==> src/rtl/restoring_divider_if.sv <==
// Handshake and operand/result bundle for the restoring divider.
// The ALU control side is the master; the divider is the slave.
interface restoring_divider_if #(
   parameter int w = 8
);
   logic         start;
   logic [w-1:0] dividend;
   logic [w-1:0] divisor;
   logic         busy;
   logic         done;
   logic [w-1:0] quotient;
   logic [w-1:0] remainder;
   logic         div_by_zero;

   modport master (
      output start, dividend, divisor,
      input  busy, done, quotient, remainder, div_by_zero
   );

   modport slave (
      input  start, dividend, divisor,
      output busy, done, quotient, remainder, div_by_zero
   );
endinterface

==> src/rtl/restoring_divider.sv <==
// Multi-cycle unsigned restoring divider, one quotient bit per clock.
// Trial subtraction uses an explicit full-adder chain (x + ~y + 1).
//
//   state | meaning
//   IDLE  | waiting for start
//   RUN   | w trial-subtraction iterations in progress (busy)
//   DONE  | one-cycle done pulse, results just updated; start accepted here too
module restoring_divider #(
   parameter int w = 8
) (
   input  logic               clk,
   input  logic               rst,
   restoring_divider_if.slave bus
);
   localparam int CW = $clog2(w + 1);

   localparam logic [1:0] IDLE = 2'd0;
   localparam logic [1:0] RUN  = 2'd1;
   localparam logic [1:0] DONE = 2'd2;

   logic [1:0]    state;
   // The top bit of the partial remainder is always zero between iterations:
   // a restore only happens when t < d < 2^w, so only w bits are stored.
   logic [w-1:0]  r;
   logic [w-1:0]  q;
   logic [w-1:0]  d;
   logic [CW-1:0] cnt;
   logic [w-1:0]  quo;
   logic [w-1:0]  rem;
   logic          dbz;

   logic          accept;
   logic          last;
   logic [w:0]    t;
   logic [w:0]    nd;
   logic [w:0]    diff;
   logic [w:0]    c;
   logic [w-1:0]  r_nx;
   logic [w-1:0]  q_nx;

   assign accept = bus.start && (state != RUN);
   assign last   = (cnt == CW'(w - 1));

   // One restoring iteration: shift in the next dividend bit, trial-subtract d.
   always_comb begin
      t    = {r, q[w-1]};
      nd   = ~{1'b0, d};
      c    = '0;
      c[0] = 1'b1;
      for (int i = 0; i < w; i++) begin
         c[i+1] = (t[i] & nd[i]) | (c[i] & (t[i] ^ nd[i]));
      end
      diff = '0;
      for (int i = 0; i <= w; i++) begin
         diff[i] = t[i] ^ nd[i] ^ c[i];
      end
      if (!diff[w]) begin
         r_nx = diff[w-1:0];
         q_nx = {q[w-2:0], 1'b1};
      end else begin
         r_nx = t[w-1:0];
         q_nx = {q[w-2:0], 1'b0};
      end
   end

   // Control state, datapath registers and held results.
   always_ff @(posedge clk or posedge rst) begin
      if (rst) begin
         state <= IDLE;
         r     <= '0;
         q     <= '0;
         d     <= '0;
         cnt   <= '0;
         quo   <= '0;
         rem   <= '0;
         dbz   <= 1'b0;
      end else begin
         case (state)
            IDLE, DONE: begin
               if (accept) begin
                  r   <= '0;
                  q   <= bus.dividend;
                  d   <= bus.divisor;
                  cnt <= '0;
                  if (bus.divisor == '0) begin
                     state <= DONE;
                     quo   <= '1;
                     rem   <= bus.dividend;
                     dbz   <= 1'b1;
                  end else begin
                     state <= RUN;
                  end
               end else begin
                  state <= IDLE;
               end
            end
            RUN: begin
               r   <= r_nx;
               q   <= q_nx;
               cnt <= cnt + CW'(1);
               if (last) begin
                  state <= DONE;
                  quo   <= q_nx;
                  rem   <= r_nx;
                  dbz   <= 1'b0;
               end
            end
            default: state <= IDLE;
         endcase
      end
   end

   assign bus.busy        = (state == RUN);
   assign bus.done        = (state == DONE);
   assign bus.quotient    = quo;
   assign bus.remainder   = rem;
   assign bus.div_by_zero = dbz;
endmodule
==> src/flat_wrapper.sv <==
// flat-port wrapper written by rule: the top's interface ports become plain ports
module restoring_divider_flat 
#(
   parameter int w = 8
)
  (clk, rst, bus_start, bus_dividend, bus_divisor, bus_busy, bus_done, bus_quotient, bus_remainder, bus_div_by_zero);
  restoring_divider_if #(.w(w)) bus_i ();
  input  logic clk;
  input  logic rst;
  input wire logic [$bits(bus_i.start)-1:0] bus_start;
  input wire logic [$bits(bus_i.dividend)-1:0] bus_dividend;
  input wire logic [$bits(bus_i.divisor)-1:0] bus_divisor;
  output wire logic [$bits(bus_i.busy)-1:0] bus_busy;
  output wire logic [$bits(bus_i.done)-1:0] bus_done;
  output wire logic [$bits(bus_i.quotient)-1:0] bus_quotient;
  output wire logic [$bits(bus_i.remainder)-1:0] bus_remainder;
  output wire logic [$bits(bus_i.div_by_zero)-1:0] bus_div_by_zero;
  assign bus_i.start = bus_start;
  assign bus_i.dividend = bus_dividend;
  assign bus_i.divisor = bus_divisor;
  assign bus_busy = bus_i.busy;
  assign bus_done = bus_i.done;
  assign bus_quotient = bus_i.quotient;
  assign bus_remainder = bus_i.remainder;
  assign bus_div_by_zero = bus_i.div_by_zero;
  restoring_divider #(.w(w)) u_core (.clk(clk), .rst(rst), .bus(bus_i));
endmodule
==> config.mk <==
export PLATFORM = sky130hd
export DESIGN_NAME = restoring_divider_flat
export DESIGN_NICKNAME = d
export VERILOG_FILES = /design/src/rtl/restoring_divider_if.sv /design/src/rtl/restoring_divider.sv /design/src/flat_wrapper.sv
export SDC_FILE = /design/constraint.sdc
export NUM_CORES = 1
export LEC_CHECK = 0
export CORE_MARGIN = 2
export CORE_UTILIZATION = 44
export CTS_CLUSTER_DIAMETER = 150
export CTS_CLUSTER_SIZE = 25
export DETAILED_ROUTE_END_ITERATION = 8
export PLACE_DENSITY = 0.66
export SLEW_MARGIN = 30
export SYNTH_ARGS = -nofsm -noshare
export SYNTH_HDL_FRONTEND = slang
export SYNTH_SLANG_ARGS = --single-unit
==> constraint.sdc <==
create_clock -name clk -period 4.2 [get_ports clk]
set_input_delay 1.26 -clock clk [delete_from_list [all_inputs] [get_ports clk]]
set_output_delay 1.26 -clock clk [all_outputs]
set_load 0.03 [all_outputs]
After elaboration in Yosys (flattened, before gate mapping)

Index checks and enable logic that the tools add are counted.

$add $sub $neg: 1
Magnitude comparators: 0
Div/mod/pow operators: 0
Multiplexer cells: 24
Multiply operators: 0
Bitwise logic cells: 42
Shift operators: 0
Eq/ne operators: 7
Reductions and logical operators: 8

Operators with widths:

| cell                  | number |
|---|---|
| $mux W8               | 9 |
| $pmux W8 S2           | 4 |
| $xor A1 B1 Y1         | 17 |
| $and A1 B1 Y1         | 15 |
| $not A8 Y9            | 1 |
| $logic_not A8 Y1      | 1 |
| $ne A2 B1 Y1 const B  | 4 |
| $or A1 B1 Y1          | 8 |
| $pmux W4 S2           | 1 |
| $mux W2               | 3 |
| $add A4 B1 Y4 const B | 1 |
| $eq A4 B3 Y1 const B  | 1 |
| $mux W1               | 4 |
| $mux W4               | 1 |
| $pmux W2 S2           | 1 |
| $reduce_and A2 Y1     | 2 |
| $reduce_and A4 Y1     | 1 |
| $eq A2 B1 Y1 const B  | 1 |
| $eq A2 B2 Y1 const B  | 1 |
| $logic_not A2 Y1      | 1 |
| $pmux W1 S2           | 1 |
| $reduce_bool A2 Y1    | 1 |
| $reduce_or A2 Y1      | 1 |
| $logic_and A1 B1 Y1   | 1 |
| $not A1 Y1            | 1 |

Output and inout bits: 19
RAM bits: 0
Memories kept: 0
ROM bits: 0
Word-level logic and storage cells: 90
Bits in registers: 47
Bits in latches: 0

Longest topological paths before layout

Gate-level depths: netlist (run 1).

Depth after elaboration: 21
Gate-level depth with buffers: 17

Worst setup path before layout (run 1)

No wires, ideal clock.

Path type: register to register
From: reg u_core.q[7]
To: reg u_core.rem[7] (netlist: u_core.bus.remainder[7])
Setup time: 125 ps
Arrival time: 3635 ps
Cell stages (with the launch flop): 17
Buffers on the path: 0
Period minus slack after synthesis: 3760 ps
Data required time: 4075 ps
Path slack: 440 ps
Path through: dfrtp_1 -> inv_1 -> ha_1 -> inv_1 -> fa_1 -> inv_1 -> fa_1 -> fa_1 -> fa_1 -> inv_1 -> fa_1 -> fa_1 -> fa_1 -> xor2_1 -> mux2i_1 -> o21ai_0 -> mux2_4

Cells in the longest elaborated chain, start to end: 20

RTL lines:

| what                                                  | line                     | text |
|---|---|---|
| start: declaration                                    | restoring_divider.sv:25  | `logic [w-1:0] q;` |
| start signal: assignment                              | restoring_divider.sv:82  | `q <= bus.dividend;` |
| start signal: assignment                              | restoring_divider.sv:99  | `q <= q_nx;` |
| $and A1 B1 Y1 / $xor A1 B1 Y1 (equally long branches) | restoring_divider.sv:51  | `c[i+1] = (t[i] & nd[i]) \| (c[i] & (t[i] ^ nd[i]));` |
| $or A1 B1 Y1 *                                        | restoring_divider.sv:51  |  |
| $and A1 B1 Y1 *                                       | restoring_divider.sv:51  |  |
| $or A1 B1 Y1 *                                        | restoring_divider.sv:51  |  |
| $and A1 B1 Y1 *                                       | restoring_divider.sv:51  |  |
| $or A1 B1 Y1 *                                        | restoring_divider.sv:51  |  |
| $and A1 B1 Y1 *                                       | restoring_divider.sv:51  |  |
| $or A1 B1 Y1 *                                        | restoring_divider.sv:51  |  |
| (+4 left out)                                         | -                        |  |
| $and A1 B1 Y1 *                                       | restoring_divider.sv:51  |  |
| $or A1 B1 Y1 *                                        | restoring_divider.sv:51  |  |
| $and A1 B1 Y1                                         | restoring_divider.sv:51  |  |
| $or A1 B1 Y1                                          | restoring_divider.sv:51  |  |
| $xor A1 B1 Y1                                         | restoring_divider.sv:55  | `diff[i] = t[i] ^ nd[i] ^ c[i];` |
| $mux W8 *                                             | restoring_divider.sv:57  | `if (!diff[w]) begin` |
| $mux W8 *                                             | restoring_divider.sv:101 | `if (last) begin` |
| $pmux W8 S2 *                                         | restoring_divider.sv:78  | `case (state)` |
| end signal: assignment                                | restoring_divider.sv:88  | `rem <= bus.dividend;` |
| end signal: assignment                                | restoring_divider.sv:104 | `rem <= r_nx;` |
| end: declaration                                      | restoring_divider.sv:29  | `logic [w-1:0] rem;` |

Every way passes the cells marked *; elsewhere a longest branch is shown, timed or not. The select of a mux whose other input is x is not followed.
A chain may end at the register's enable or synchronous reset.

Worst setup path in the final report (run 1)

From: reg u_core.q[7]
To: reg u_core.rem[1] (netlist: u_core.bus.remainder[1])

Cells in the longest elaborated chain, start to end: 20

RTL lines:

| what                                                  | line |
|---|---|
| $and A1 B1 Y1 / $xor A1 B1 Y1 (equally long branches) | restoring_divider.sv:51 |
| $or A1 B1 Y1 *                                        | restoring_divider.sv:51 |
| $and A1 B1 Y1                                         | restoring_divider.sv:51 |
| $or A1 B1 Y1                                          | restoring_divider.sv:51 |
| $and A1 B1 Y1                                         | restoring_divider.sv:51 |
| $or A1 B1 Y1                                          | restoring_divider.sv:51 |
| $and A1 B1 Y1                                         | restoring_divider.sv:51 |
| $or A1 B1 Y1                                          | restoring_divider.sv:51 |
| (+4 left out)                                         | - |
| $and A1 B1 Y1                                         | restoring_divider.sv:51 |
| $or A1 B1 Y1                                          | restoring_divider.sv:51 |
| $and A1 B1 Y1                                         | restoring_divider.sv:51 |
| $or A1 B1 Y1                                          | restoring_divider.sv:51 |
| $xor A1 B1 Y1                                         | restoring_divider.sv:55 |
| $mux W8 *                                             | restoring_divider.sv:57 |
| $mux W8 *                                             | restoring_divider.sv:101 |
| $pmux W8 S2 *                                         | restoring_divider.sv:78 |

Marked as above.

==> results of run 1 <==
==> sequential cells by signal, summed over array words and instances, names as in the netlist <==
signal                  cells
u_core.r                    8
u_core.bus.quotient         8
u_core.cnt                  4
u_core.state                2
u_core.bus.div_by_zero      1
u_core.d                    8
u_core.bus.remainder        8
u_core.q                    8
==> cell type report <==
type | count | share of cell area
inverter | 20 | 0.0276
sequential | 47 | 0.418
clock buffer | 8 | 0.0356
tap | 70 | 0.0311
multi-input combinational | 142 | 0.343
timing repair buffer | 42 | 0.145
==> power groups by stage <==
stage / clock, mW / sequential (mW) / combinational, mW
6_report: 0.298 / 0.817 / 1.35
5_1_grt: 0.320 / 0.847 / 1.52
4_1_cts: 0.301 / 0.817 / 1.36
3_5_place_dp: 0 / 0.823 / 1.36
3_3_place_gp: 0 / 0.818 / 1.32
2_1_floorplan: 0 / 0.939 / 0.793
==> routing by layer <==
| layer | GRT usage | vias to the layer above |
|---|---|---|
| met1 | 0.240 | 821 |
| met3 | 0.0369 | 7 |
| met4 | 0.0618 | 0 |
| li1 | - | 807 |
| met2 | 0.304 | 50 |
| met5 | 0 | - |
==> synth_stat cells (all sizes together) (2+ instances only) <==
| library cell | number | share of area |
|---|---|---|
| a31oi | 7 | 0.019 |
| buf | 5 | 0.018 |
| clkbuf | 6 | 0.0099 |
| dfrtp | 47 | 0.52 |
| fa | 7 | 0.062 |
| ha | 2 | 0.011 |
| inv | 20 | 0.033 |
| mux2 | 9 | 0.046 |
| mux2i | 11 | 0.048 |
| nand2 | 51 | 0.084 |
| nand2b | 2 | 0.0055 |
| nand3 | 4 | 0.0088 |
| nor2 | 11 | 0.018 |
| nor2b | 2 | 0.0055 |
| nor4 | 2 | 0.011 |
| o21ai | 17 | 0.042 |
| o311ai | 6 | 0.023 |
| o31ai | 2 | 0.0066 |
==> metrics by stage <==
| step | worst slack [ns] | cell area, µm² | utilization |
|---|---|---|---|
| 2_1_floorplan | 0.440 | 2280 | - |
| 3_3_place_gp | 0.359 | 2710 | 0.538 |
| 3_5_place_dp | 0.296 | 2710 | 0.538 |
| 4_1_cts | 0.283 | 2810 | 0.558 |
| 5_1_grt | 0.00839 | 2810 | 0.558 |
| 6_report | 0.275 | 2810 | 0.558 |
==> how the worst min path moves through the flow <==
stage / from / slack, ns / depth (start not counted) / endpoint
finish: u_core.bus.div_by_zero$_DFFE_PP0P_ / 0.50 / 1 / u_core.bus.div_by_zero$_DFFE_PP0P_
global route: u_core.bus.remainder[7]$_DFFE_PP0P_ / 0.54 / 1 / u_core.bus.remainder[7]$_DFFE_PP0P_
detailed placement: u_core.bus.div_by_zero$_DFFE_PP0P_ / 0.49 / 1 / u_core.bus.div_by_zero$_DFFE_PP0P_
floorplan: u_core.cnt[3]$_DFFE_PP0P_ / 0.45 / 1 / u_core.cnt[3]$_DFFE_PP0P_
CTS: u_core.bus.div_by_zero$_DFFE_PP0P_ / 0.51 / 1 / u_core.bus.div_by_zero$_DFFE_PP0P_
global placement: u_core.cnt[3]$_DFFE_PP0P_ / 0.47 / 1 / u_core.cnt[3]$_DFFE_PP0P_
==> cells by family (layout without fill, tap and decap cells) <==
| group | Yosys count | in the layout | share of synthesized area |
|---|---|---|---|
| AO/OA/AOI/OAI | 36 | 36 | 0.107 |
| XOR/XNOR | 2 | 2 | 0.00769 |
| adder cells (fa/ha/maj) | 9 | 9 | 0.0725 |
| buffers and inverters | 31 | 70 | 0.0604 |
| flip-flops | 47 | 47 | 0.516 |
| multiplexers | 20 | 20 | 0.0945 |
| AND/OR/NAND/NOR | 75 | 75 | 0.142 |
==> critical path, stage by stage (launching register included) <==
cell     delay, ns
dfrtp_1       0.40
inv_1         0.07
ha_1          0.13
inv_1         0.05
fa_1          0.35
inv_1         0.07
fa_1          0.17
fa_1          0.18
fa_1          0.16
inv_1         0.05
fa_1          0.38
fa_1          0.39
fa_1          0.43
xor2_1        0.17
buf_4         0.16
mux2i_1       0.26
o21ai_0       0.10
mux2_2        0.28
==> impl_metrics.yaml, run 1 <==
status:
  status: "complete, no violations"
floorplanning:
  core_um2: 5040
  die-width_um: 76.0
  io_pins: 38
  rows: 26
  dieHeight_um: 76.0
  dieArea_um2: 5770
  start_util: 0.452
finish:
  syn_to_final_growth_pct: 23.5
  final_nets: 286
  final_common_cell: "nand2_1"
  n_antenna_cell: 0
  layout_common_cells: "nand2_1 (51), dfrtp_1 (47), clkdlybuf4s50_1 (37)"
  multi_input_area_um2: 965
  fillers: 463
  regArea_um2: 1180
  drive_gt1_frac: 0.100
  stdcell_count: 329
power:
  power_frac_comb: 0.548
  swShare: 0.429
  p_seq_frac: 0.331
  p_total_mw: 2.47
  p_int_mw: 1.41
  p_sw_mw: 1.06
  clockPowerShare: 0.121
  vdd_ir_drop_max_uv: 383
  p_leak_nw: 1.22
  pwr_density_cell_nw_per_um2: 876
routing:
  top_layer: "met4"
  drt-initial-drc-count: 84
  ant_nets: 0
  wl_met2_mm: 2.32
  firstDrtPassIters: 4
  drcViolationCount: 0
  wl_met3_um: 219
  avgRoutedWirePerCell_um: 14.6
  drt_wl_total_mm: 4.79
  vias: 1685
  viasPerCell: 5.12
  met1_length_mm: 2.16
synthesis:
  async_reset_ff_frac: 1.00
  syn_nets: 248
  synthesis.area_per_instance_um2: 10.4
  syn_inst: 220
  synth_flop_cell: "dfrtp_1"
  yosys_warnings: 0
  ys_seq_area_frac: 0.516
  ys_ff_latch: 47
  synth_area_um2: 2280
  synth-edff-count: 0
  synthDistinctLibCells: 31
global_routing:
  grt_max_degree: 48
  track_usage: 0.182
  antenna_found_initial: 0
  grt_pass1_wl_mm: 8.36
  overflow: 0
  grt_pass1_vias: 1671
sta:
  slew_viol_final: 0
  skew_ns: 0.00715
  relSlewSlack: 0.447
  setup_tns_ns: 0
  period_share: 0.935
  rsz0062_at_grt: "no"
  timing.hold.ws_ns: 0.502
  setup_viol: 0
  tightest_slew_ns: 0.827
  max_freq_ghz: 0.255
  min_period_ns: 3.93
  hold_viol_final: 0
setup_path:
  start_kind: "flip-flop"
  worstPathRequired_ns: 4.39
  ff2ff_path_depth: 17
  worstSetupEndpoint: "u_core.bus.remainder[1]$_DFFE_PP0P_"
  cp-startpoint: "u_core.q[7]$_DFFE_PP0P_"
  crit_type: "reg -> reg"
  r2r-end: "u_core.bus.remainder[1]$_DFFE_PP0P_"
  r2r_start: "u_core.q[7]$_DFFE_PP0P_"
  crit_fanout: 5
  worstSetupEndpointType: "flip-flop"
  rrSetupSlack_ns: 0.27
  crit_arrival_ns: 4.11
min_path:
  hold_class: "reg -> reg"
cts:
  cts_tree: "yes"
  clockRootBuffer: "clkbuf_8"
  cts_hold_buf: 0
  cts.sinks: 47
  cts-resized-gates: 0
  cts.path.max_buffers: 2
  cts_setup_buffers: 0
  clock_latency_ns: 0.30
  clk_pin_slew_ns: 0.08
  cts_buffers: 5
  cts_max_level: 2
run:
  drv_cap: 0
placement:
  dpl.cell_count: 321
  port_buffers: 37
  place_congestion: 0.789
  place_hpwl_mm: 3.38
(Power assumes the default switching activity.)
==> run 2, diff against run 1 <==
Settings changed: ABC_AREA set to 1.
==> run 2 against run 1 <==
Effect of this change:
- clock power barely moved
- count of clock-buffer cells in the layout unchanged
- setup slack improved by 0.25 ns
- hold slack got worse by 0.030 ns
- sequential cell count unchanged
- wire length rose by 9.3%
- combinational power rose by 6%
- first-iteration DRC count up 100%
- core utilization increased by 0.38 points
- die area increased by 3.5%
- maximum frequency grew 6.9%
- critical path type unchanged
- largest power group unchanged
==> impl_metrics.yaml, run 2 <==
status:
  status: "complete, no violations"
finish:
  drive_gt1_frac: 0.0645
  final_common_cell: "nand2_1"
  postLayoutCoreUtil: 0.562
  layout_common_cells: "nand2_1 (97), dfrtp_1 (47), clkdlybuf4s50_1 (37)"
  stdcell_count: 380
  syn_to_final_growth_pct: 22.2
  n_antenna_cell: 0
  final_nets: 337
routing:
  vias: 1909
  firstDrtPassIters: 4
  ant_nets: 0
  drt-initial-drc-count: 170
  drt_wl_total_mm: 5.23
  avgRoutedWirePerCell_um: 13.8
  drcViolationCount: 0
  viasPerCell: 5.02
synthesis:
  synthesis.area_per_instance_um2: 8.75
  ys_seq_area_frac: 0.498
  async_reset_ff_frac: 1.00
  synth_top_cell_by_area: "dfrtp_1"
  synth-edff-count: 0
  syn_nets: 298
  synth_area_leaders: "dfrtp_1 (50%), nand2_1 (15%), nand3_1 (6.8%)"
  yosys_warnings: 0
  synthTopCellsByCount: "nand2_1 (97), dfrtp_1 (47), nand3_1 (32)"
  synth.most_common_cell: "nand2_1"
  synth_area_um2: 2360
  syn_inst: 270
  yosysTopAreaCellShare: 0.498
  synthDistinctLibCells: 26
  synth_flop_cell: "dfrtp_1"
  ys_ff_latch: 47
setup_path:
  crit_fanout: 10
  crit_arrival_ns: 3.91
  worstSetupEndpointType: "flip-flop"
  worstPathRequired_ns: 4.44
  crit_type: "reg -> reg"
  start_kind: "flip-flop"
cts:
  cts_buffers: 5
  cts.sinks: 47
  cts_hold_buf: 0
  clockRootBuffer: "clkbuf_8"
  cts_tree: "yes"
  clk_pin_slew_ns: 0.08
  cts_setup_buffers: 0
  cts.path.max_buffers: 2
  cts-resized-gates: 0
  cts_max_level: 2
  clock_latency_ns: 0.30
placement:
  dpl.cell_count: 372
  post-place-ws_ns: 0.561
  place_congestion: 0.835
  place_hpwl_mm: 3.77
  port_buffers: 37
power:
  p_sw_mw: 1.19
  pwr_density_cell_nw_per_um2: 876
  p_int_mw: 1.34
  vdd_ir_drop_max_uv: 427
  power_frac_comb: 0.567
  swShare: 0.470
  p_seq_frac: 0.316
  clockPowerShare: 0.117
  p_leak_nw: 1.41
run:
  drv_cap: 0
floorplanning:
  die-width_um: 77.3
  rows: 26
  io_pins: 38
  dieArea_um2: 5970
  core_um2: 5140
  start_util: 0.460
  dieHeight_um: 77.3
sta:
  hold_viol_final: 0
  relSlewSlack: 0.601
  skew_ns: 0.00954
  tightest_slew_ns: 0.599
  rsz0062_at_grt: "no"
  min_period_ns: 3.67
  setup_ws_ns: 0.528
  setup_tns_ns: 0
  max_freq_ghz: 0.272
  setup_viol: 0
  slew_viol_final: 0
  period_share: 0.874
global_routing:
  grt_max_degree: 48
  grt_pass1_vias: 1920
  track_usage: 0.197
  overflow: 0
  grt_pass1_wl_mm: 9.16
  antenna_found_initial: 0
min_path:
  hold_class: "reg -> reg"
==> run 2: cells by family after synthesis <==
logic type,share of synthesized area
buffers and inverters,0.0566
DFF,0.498
adders and majority gates,0.0699
and+or+nand+nor,0.308
AOI/OAI and AO/OA,0.0683
==> run 2: routing by layer <==
| metal | wire length [µm] | up-vias | GRT usage |
|---|---|---|---|
| li1 | - | 941 | - |
| met5 | 0 | - | 0 |
| met3 | 239 | 6 | 0.0329 |
| met2 | 2560 | 49 | 0.317 |
| met4 | 72 | 0 | 0.0714 |
| met1 | 2370 | 913 | 0.270 |
==> run 2: stage by stage <==
stage / instance area [µm²] / hold WS (ns) / total power [mW]
2_1_floorplan: 2360 / 0.455 / 1.84
3_3_place_gp: 2790 / 0.452 / 2.23
3_5_place_dp: 2790 / 0.457 / 2.25
4_1_cts: 2890 / 0.477 / 2.55
5_1_grt: 2890 / 0.500 / 2.78
6_report: 2890 / 0.472 / 2.53
==> run 2: worst paths after layout <==
kind                                               startpoint                                   to  slack (ns)  cells after the start
setup / recovery                      u_core.q[7]$_DFFE_PP0P_  u_core.bus.remainder[1]$_DFFE_PP0P_        0.53                     19
hold / removal             u_core.bus.quotient[5]$_DFFE_PP0P_   u_core.bus.quotient[5]$_DFFE_PP0P_        0.47                      2
setup reg to reg                      u_core.q[7]$_DFFE_PP0P_  u_core.bus.remainder[1]$_DFFE_PP0P_        0.53                     19
hold reg to reg            u_core.bus.quotient[5]$_DFFE_PP0P_   u_core.bus.quotient[5]$_DFFE_PP0P_        0.47                      2
max in group asynchronous                                 rst              u_core.r[2]$_DFFE_PP0P_        2.37                      3
min in group asynchronous                                 rst   u_core.bus.div_by_zero$_DFFE_PP0P_        1.41                      3
==> run 2: final cells by class <==
cell class | instances | area, µm²
well taps | 70 | 87.6
inverters | 24 | 92.6
fillers | 523 | 2250
flip-flops and latches | 47 | 1180
repair buffers | 38 | 378
clock buffers | 8 | 100
multi-input cells | 193 | 1050
==> run 2: power by group through the flow <==
stage / clock network, mW / logic, mW / registers, mW
detailed placement: 0 / 1.44 / 0.807
finish: 0.295 / 1.43 / 0.800
global placement: 0 / 1.43 / 0.804
floorplan: 0 / 0.911 / 0.931
global route: 0.324 / 1.63 / 0.827
CTS: 0.303 / 1.45 / 0.798
==> run 2: worst max-delay path, cell delays in order (launching register included) <==
cell and delay (ns):
dfrtp_1 0.38, inv_1 0.08, ha_1 0.13, inv_1 0.04, fa_1 0.34, inv_1 0.07
fa_1 0.17, fa_1 0.18, fa_1 0.16, inv_1 0.04, fa_1 0.37, fa_1 0.39
fa_1 0.41, inv_1 0.09, nand2_1 0.05, nand2_1 0.26, nand3_1 0.16, nand3_1 0.15
nand2_1 0.06, nand2_1 0.07
==> run 3, diff against run 2 <==
Settings changed: CAP_MARGIN set to 20.
==> results of run 3 <==
No change in the layout: final DEF, timing and power equal those of run 2.
